File: config.mk
export PLATFORM = sky130hd
export DESIGN_NAME = clk_ratio_monitor
export DESIGN_NICKNAME = d
export VERILOG_FILES = /design/src/rtl/clk_ratio_monitor.sv
export SDC_FILE = /design/constraint.sdc
export NUM_CORES = 1
export LEC_CHECK = 0
export BUFFER_PORTS_ARGS = -buffer_cell sky130_fd_sc_hd__buf_2
export CAP_MARGIN = 20
export CELL_PAD_IN_SITES_DETAIL_PLACEMENT = 1
export CELL_PAD_IN_SITES_GLOBAL_PLACEMENT = 2
export CORE_UTILIZATION = 40
export DETAILED_ROUTE_END_ITERATION = 12
export GPL_ROUTABILITY_DRIVEN = 0
export PLACE_DENSITY_LB_ADDON = 0.2
export SLEW_MARGIN = 10
export SYNTH_ARGS = -nofsm -noshare
export SYNTH_HDL_FRONTEND = slang
export SYNTH_SLANG_ARGS = --single-unit
export TNS_END_PERCENT = 100
File: constraint.sdc
create_clock -name clk -period 6.8 [get_ports clk]
set_input_delay 1.36 -clock clk [delete_from_list [all_inputs] [get_ports clk]]
set_output_delay 1.36 -clock clk [all_outputs]
set_load 0.02 [all_outputs]
File: src/rtl/clk_ratio_monitor.sv
// Measures the period of an asynchronous divided clock in clk cycles and reports lock, error and stall.
// Optional duty-cycle check is compiled in with `define DUTY_CHECK_EN.
module clk_ratio_monitor #(
  parameter int CNT_W     = 16,
  parameter int EXP_RATIO = 4,
  parameter int TOL       = 0,
  parameter int LOCK_CNT  = 4,
  parameter int TIMEOUT   = 64
) (
  input  logic             clk,
  input  logic             resetn,
  input  logic             mon_clk,
  output logic [CNT_W-1:0] period,
  output logic             period_valid,
  output logic             locked,
  output logic             err,
  output logic             stall,
  output logic             duty_err
);
  localparam int RUN_W = (LOCK_CNT < 2) ? 1 : $clog2(LOCK_CNT + 1);
  localparam logic [CNT_W-1:0] TMO = CNT_W'(TIMEOUT);

  typedef enum logic [1:0] {ST_IDLE, ST_MEAS, ST_LOCKED} state_t;
  state_t state, state_n;

  logic             s1, s2, s3;
  logic             rise, timeout, in_tol;
  logic [CNT_W-1:0] cnt;
  logic [RUN_W-1:0] run_cnt, run_inc;
  logic [CNT_W:0]   meas_p, exp_r, diff;

  always_ff @(posedge clk or negedge resetn) begin
    if (!resetn) {s1, s2, s3} <= 3'b000;
    else         {s1, s2, s3} <= {mon_clk, s1, s2};
  end

  assign rise    = s2 & ~s3;
  // one bit wider than the counter so cnt+1 and the difference never wrap
  assign meas_p  = {1'b0, cnt} + (CNT_W+1)'(1);
  assign exp_r   = (CNT_W+1)'(EXP_RATIO);
  assign diff    = (meas_p >= exp_r) ? (meas_p - exp_r) : (exp_r - meas_p);
  assign in_tol  = diff <= (CNT_W+1)'(TOL);
  assign timeout = (state != ST_IDLE) && !rise && (cnt == TMO);
  assign run_inc = (run_cnt == RUN_W'(LOCK_CNT)) ? run_cnt : run_cnt + RUN_W'(1);

  always_ff @(posedge clk or negedge resetn) begin
    if (!resetn) state <= ST_IDLE;
    else         state <= state_n;
  end

  always_comb begin
    state_n = state;
    case (state)
      ST_IDLE: if (rise) state_n = ST_MEAS;
      default: begin
        if (rise) begin
          if (!in_tol)                          state_n = ST_MEAS;
          else if (run_inc == RUN_W'(LOCK_CNT)) state_n = ST_LOCKED;
        end else if (timeout) begin
          state_n = ST_IDLE;
        end
      end
    endcase
  end

  always_comb begin
    locked = (state == ST_LOCKED);
  end

  always_ff @(posedge clk or negedge resetn) begin
    if (!resetn) begin
      cnt          <= '0;
      run_cnt      <= '0;
      period       <= '0;
      period_valid <= 1'b0;
      err          <= 1'b0;
      stall        <= 1'b0;
    end else begin
      period_valid <= 1'b0;
      err          <= 1'b0;
      if (state == ST_IDLE) begin
        // first edge only restarts the measurement
        if (rise) begin
          cnt     <= '0;
          run_cnt <= '0;
          stall   <= 1'b0;
        end
      end else if (rise) begin
        cnt          <= '0;
        period       <= meas_p[CNT_W-1:0];
        period_valid <= 1'b1;
        if (in_tol) run_cnt <= run_inc;
        else begin
          run_cnt <= '0;
          err     <= 1'b1;
        end
      end else if (timeout) begin
        err     <= 1'b1;
        stall   <= 1'b1;
        run_cnt <= '0;
      end else if (cnt != TMO) begin
        cnt <= cnt + CNT_W'(1);
      end
    end
  end

`ifdef DUTY_CHECK_EN
  logic [CNT_W-1:0] hcnt;
  logic [CNT_W:0]   high, half, hdiff;

  // the rise cycle itself counts as the last high cycle of the period
  assign high  = {1'b0, hcnt} + {{CNT_W{1'b0}}, s2};
  assign half  = meas_p >> 1;
  assign hdiff = (high >= half) ? (high - half) : (half - high);

  always_ff @(posedge clk or negedge resetn) begin
    if (!resetn) begin
      hcnt     <= '0;
      duty_err <= 1'b0;
    end else begin
      duty_err <= 1'b0;
      if (rise) begin
        hcnt     <= '0;
        duty_err <= (state != ST_IDLE) && (hdiff > (CNT_W+1)'(TOL));
      end else if ((state != ST_IDLE) && s2 && (hcnt != TMO)) begin
        hcnt <= hcnt + CNT_W'(1);
      end
    end
  end
`else
  assign duty_err = 1'b0;
`endif

endmodule
Yosys cells after proc, flatten, opt, wreduce, memory -nomap -nowiden:

Index checks and enable logic that the tools add are counted.

* order comparisons: 2
* add/subtract/negate cells: 5
* equality and inequality tests: 9
* muxes and demuxes: 28
* reduce and logical (&&, ||, !) cells: 12
* bitwise operators: 3

Operators with widths (count)
* 16-bit two-way mux: 5
* 3-bit two-way mux: 6
* 16-bit by 1-bit adder with 17-bit output (second input constant): 1
* 17-bit by 3-bit greater-or-equal comparator with 1-bit output (second input constant): 1
* 17-bit by 1-bit less-or-equal comparator with 1-bit output (second input constant): 1
* 17-bit two-way mux: 1
* 17-bit by 3-bit subtractor with 17-bit output (second input constant): 1
* 3-bit by 17-bit subtractor with 17-bit output (first input constant): 1
* 16-bit by 1-bit adder with 16-bit output (second input constant): 1
* 16-bit by 7-bit equality test with 1-bit output (second input constant): 1
* 16-bit by 7-bit != test with 1-bit output (second input constant): 1
* 2-bit two-way mux: 6
* 1-bit two-way mux: 10
* 3-bit AND reduction: 3
* 3-bit equality test (second input constant): 2
* 2-bit nonzero test: 3
* 2-bit != test (second input constant): 2
* 4-bit by 2-bit != test with 1-bit output (second input constant): 1
* 2-bit AND reduction: 2
* 3-bit by 1-bit adder with 3-bit output (second input constant): 1
* 2-bit equality test (second input constant): 1
* 1-bit logical AND: 2
* 2-bit logical NOT: 1
* 2-bit by 1-bit != test with 1-bit output (second input constant): 1
* 3 further kinds: 4

* register bits: 43
* input port bits: 3
* logic and storage cells: 69
* output and inout bits: 21

Longest topological paths before layout:

* word-level depth: 8
* gate-level depth with buffers: 13
* mapped depth without buffers: 12

Least setup slack after synthesis:

No wires, ideal clock.

* kind: register to register
* from: register cnt[0]
* to: register state[0]
* data arrival time: 2.888 ns
* slack: 3.791 ns
* buffers on the path: 1
* data required time: 6.679 ns
* setup time: 0.121 ns
* period minus slack after synthesis: 3.009 ns
* cell stages (with the launch flop): 14
* cell sequence: dfrtp_1 -> ha_1 -> clkbuf_1 -> xnor2_1 -> inv_1 -> ha_1 -> a21oi_1 -> o21a_1 -> and4b_1 -> o21a_1 -> a31o_1 -> and3_4 -> nor3b_2 -> o22a_1

* cells in the longest elaborated chain, start to end: 7
* elaborated cells between the ends (all ways): 14
* those cells by class: add/sub (3); order compare (2); eq/ne (2); mux (4); reduce/logical (3)

RTL lines
* start: declaration: line 28 `logic [CNT_W-1:0] cnt;`
* start signal: assignment: line 102 `cnt <= cnt + CNT_W'(1);`
* 16-bit by 1-bit adder with 17-bit output (*): line 39 `assign meas_p = {1'b0, cnt} + (CNT_W+1)'(1);`
* net meas_p[2]: line 30 `logic [CNT_W:0] meas_p, exp_r, diff;`
* 3-bit by 17-bit subtractor with 17-bit output (tied with other cells): line 41 `assign diff = (meas_p >= exp_r) ? (meas_p - exp_r) : (exp_r - meas_p);`
* 17-bit two-way mux (*): line 41
* 17-bit by 1-bit less-or-equal comparator with 1-bit output (*): line 42 `assign in_tol = diff <= (CNT_W+1)'(TOL);`
* 2-bit two-way mux: line 57 `if (!in_tol) state_n = ST_MEAS;`
* 2-bit two-way mux: line 56 `if (rise) begin`
* 2-bit two-way mux: line 53 `case (state)`
* end signal: assignment: line 48 `else state <= state_n;`
* end: declaration: line 24 `state_t state, state_n;`

The timed path passes the listed nets; every way through them passes the cells marked *.
A chain may end at the register's enable or synchronous reset.

Final worst setup path:

* from: register cnt[1]
* to: register state[0]

* cells in the longest elaborated chain, start to end: 7
* elaborated cells between the ends (all ways): 14
* those cells by class: add/sub (3); order compare (2); eq/ne (2); mux (4); reduce/logical (3)

RTL lines (line)
* 16-bit by 1-bit adder with 17-bit output: 39
* 3-bit by 17-bit subtractor with 17-bit output (tied with other cells): 41
* 17-bit two-way mux: 41
* 17-bit by 1-bit less-or-equal comparator with 1-bit output: 42
* 2-bit two-way mux: 57
* 2-bit two-way mux: 56
* 2-bit two-way mux: 53

Several ways; a longest one is shown, not always the timed one.

==> out/results.ini <==
[critical_path]
ff2ff_path_depth = 11
worstPathArrival_ns = 3.99
timing.reg2reg.setup_slack_ns = 3.01
cp_cell_sequence = ha_1 > nand4_2 > nor4_1 > xnor2_1 > nand4_1 > nor3_2 > a21boi_0 > o21a_2 > nor4b_2 > a221oi_2 > o22a_1
crit_type = flip-flop to flip-flop
required_ns = 7.00
cp_max_fo = 15
end_kind = flip-flop
max_stage_delay_ns = 0.64
critical-path-slowest-cell = dfrtp_1
cpLargestDelayFamily = simple AND/OR/NAND/NOR gates
worst-path-buf-inv = 0
critPathLaunchType = flip-flop
r2r-end = state[0]$_DFFE_PN0P_
reg2reg_from = cnt[1]$_DFFE_PN0P_

[detailed_routing]
firstDrtPassIters = 4
drc_errors = 0
vias = 2520
first_iter_violations = 117
via_per_inst = 5.79
wl_um = 7870
wire_per_inst_um = 18.1
ant_nets = 0

[cts]
cts_sinks = 43
clockRootBuffer = clkbuf_8
cts_tree = built
cts_buffer_depth = 2
post_cts_resize_count = 0
numCtsBuffers = 5
clock_latency_ns = 0.31
clkSlewWorstSetupHoldPaths_ns = 0.10
h-tree-depth = 2
hold_buffers = 0
cts_setup_buffers = 0

[sta]
clock_skew_ns = 0.0102
period_minus_slack_ns = 3.79
period_share_pct = 55.8
max_freq_mhz = 264
rsz0062_at_grt = no
slew_viol_final = 0
setup_viol = 0
fin_ws_ns = 3.01
relSlewSlack_pct = 46.1
setup_tns_ns = 0
tightest_slew_ns = 0.803
final_hold_viol_count = 0

[die]
die_h_um = 87.5
dieArea_um2 = 7650
start_util_pct = 42.3
rows = 30
ioPinCount = 24
fp.dieW_um = 87.5
core_area_um2 = 6910

[grt]
grt-ovfl-total = 0
grt_busiest_layer = met2
grtUsageTotal_pct = 22.0
met3_usage_pct = 2.84
antenna_found_initial = 0
first_global_vias = 2443
grt_use_met2_pct = 36.6
grt_max_degree = 44
grt_pass1_wl_um = 12900
grt.met1_usage_pct = 30.8

[layout]
diodes = 0
regArea_um2 = 1080
final_nets = 352
utilization_pct = 45.7
multi_input_area_um2 = 1680
fillers = 879
syn2layout_area_growth_pct = 8.14
drive_above_1_share_pct = 17.1
final_cell_area_um2 = 3160

[logic_synthesis]
synth.avg_cell_area_um2 = 8.88
yosys.area.top_type = dfrtp_1
syn_area_um2 = 2920
syn-num-nets = 343
synth_cells = 329
synth_edf_count = 0
yosysWarnings = 0
ys.flop_type = dfrtp_1
async_flop_share_pct = 100
yosysMostFrequentCell = dfrtp_1
ys_types = 66
yosys-top-cells-area = dfrtp_1 (37%), ha_1 (4.7%), o21ai_0 (4.6%)
synth_top_area_share_pct = 36.8
synth_common_cells = dfrtp_1 (43), nor2_1 (31), o21ai_0 (27)
ys_ff_latch = 43
seq_area_frac_synth_pct = 36.8

[min_path]
min_delay_path_depth = 0
hold_start = s1$_DFF_PN0_
hp-class = flip-flop to flip-flop
min_to = s2$_DFF_PN0_

[placed_design]
dpl_cell_area_um2 = 3030
dp_hpwl_um = 5780
port-buffer-count = 22
dp_slack_ns = 3.06

[power_and_ir_drop]
power_w = 0.000972
power.internal_w = 0.000542
p_sw_share_pct = 44.3
switchingPower_w = 0.000430
seqPwrFrac_pct = 37.8
comb_power_share_pct = 43.8
power_leakage_nw = 1.36
power_density_nw_per_um2 = 308
ir_drop_mv = 0.160
clockPowerShare_pct = 18.4

[outcome]
status = completed

[flow_run]
cap_violations = 0

==> layout make-up <==
class | instances | area share, %
clock buffers | 5 | 2.18
repair buffers | 24 | 4.59
clock inverters | 3 | 0.832
inverters | 12 | 1.43
flip-flops and latches | 43 | 34.1
well taps | 96 | 3.80
multi-input cells | 252 | 53.1
==> state kept, by name, summed over array words and instances, names as in the netlist <==
name,flops
state,2
s3,1
err,1
cnt,16
period_valid,1
s1,1
stall,1
period,16
run_cnt,3
s2,1
==> power by group through the flow <==
stage / registers (W) / logic, W / clock network (W)
after CTS: 0.000369 / 0.000426 / 0.000185
final: 0.000367 / 0.000426 / 0.000179
after global placement: 0.000372 / 0.000418 / 0
after global routing: 0.000378 / 0.000471 / 0.000192
after detailed placement: 0.000373 / 0.000423 / 0
after floorplan: 0.000417 / 0.000248 / 0
==> layout by cell type (no fill, tap or decap), drive strengths merged, types with 4 or more instances in the layout <==
cell	netlist	routed
dfrtp	43	43
nand3	12	12
o21ai	28	28
nor3	10	10
a21oi	25	25
or3	9	9
nor4	6	6
a31oi	5	5
o31ai	4	4
inv	12	14
ha	11	11
xnor2	14	14
nor2	31	31
nand2	26	26
mux2	4	4
and3	4	4
clkbuf	12	5
buf	10	24
nand4	11	11
==> metal layers <==
metal,vias to the layer above,routed length (um)
met1,1271,3800
met4,0,81
met3,8,274
met2,44,3710
li1,1197,-
met5,-,0
==> metrics by stage <==
step	hold slack, ns	cells
2_1_floorplan	0.331	329
3_3_place_gp	0.333	425
3_5_place_dp	0.358	425
4_1_cts	0.381	433
5_1_grt	0.380	435
6_report	0.371	435
==> how the worst max path moves through the flow <==
stage / from / cells after the start / to
after floorplan: cnt[0]$_DFFE_PN0P_ / 13 / state[0]$_DFFE_PN0P_
after global placement: cnt[1]$_DFFE_PN0P_ / 11 / state[0]$_DFFE_PN0P_
after detailed placement: cnt[1]$_DFFE_PN0P_ / 11 / state[0]$_DFFE_PN0P_
after CTS: cnt[1]$_DFFE_PN0P_ / 11 / state[0]$_DFFE_PN0P_
after global routing: cnt[1]$_DFFE_PN0P_ / 11 / state[0]$_DFFE_PN0P_
final: cnt[1]$_DFFE_PN0P_ / 11 / state[0]$_DFFE_PN0P_
==> logic make-up after synthesis <==
logic type | Yosys count | share of synthesized area, %
AND/OR/NAND/NOR | 129 | 25.7
AO/OA/AOI/OAI | 89 | 20.0
flip-flops | 43 | 36.8
buffers and inverters | 34 | 5.74
XOR/XNOR | 17 | 5.10
adder cells (fa/ha/maj) | 11 | 4.71
multiplexers | 5 | 1.88
other | 1 | 0.128
Note: power is estimated with default switching activity, not from simulation.
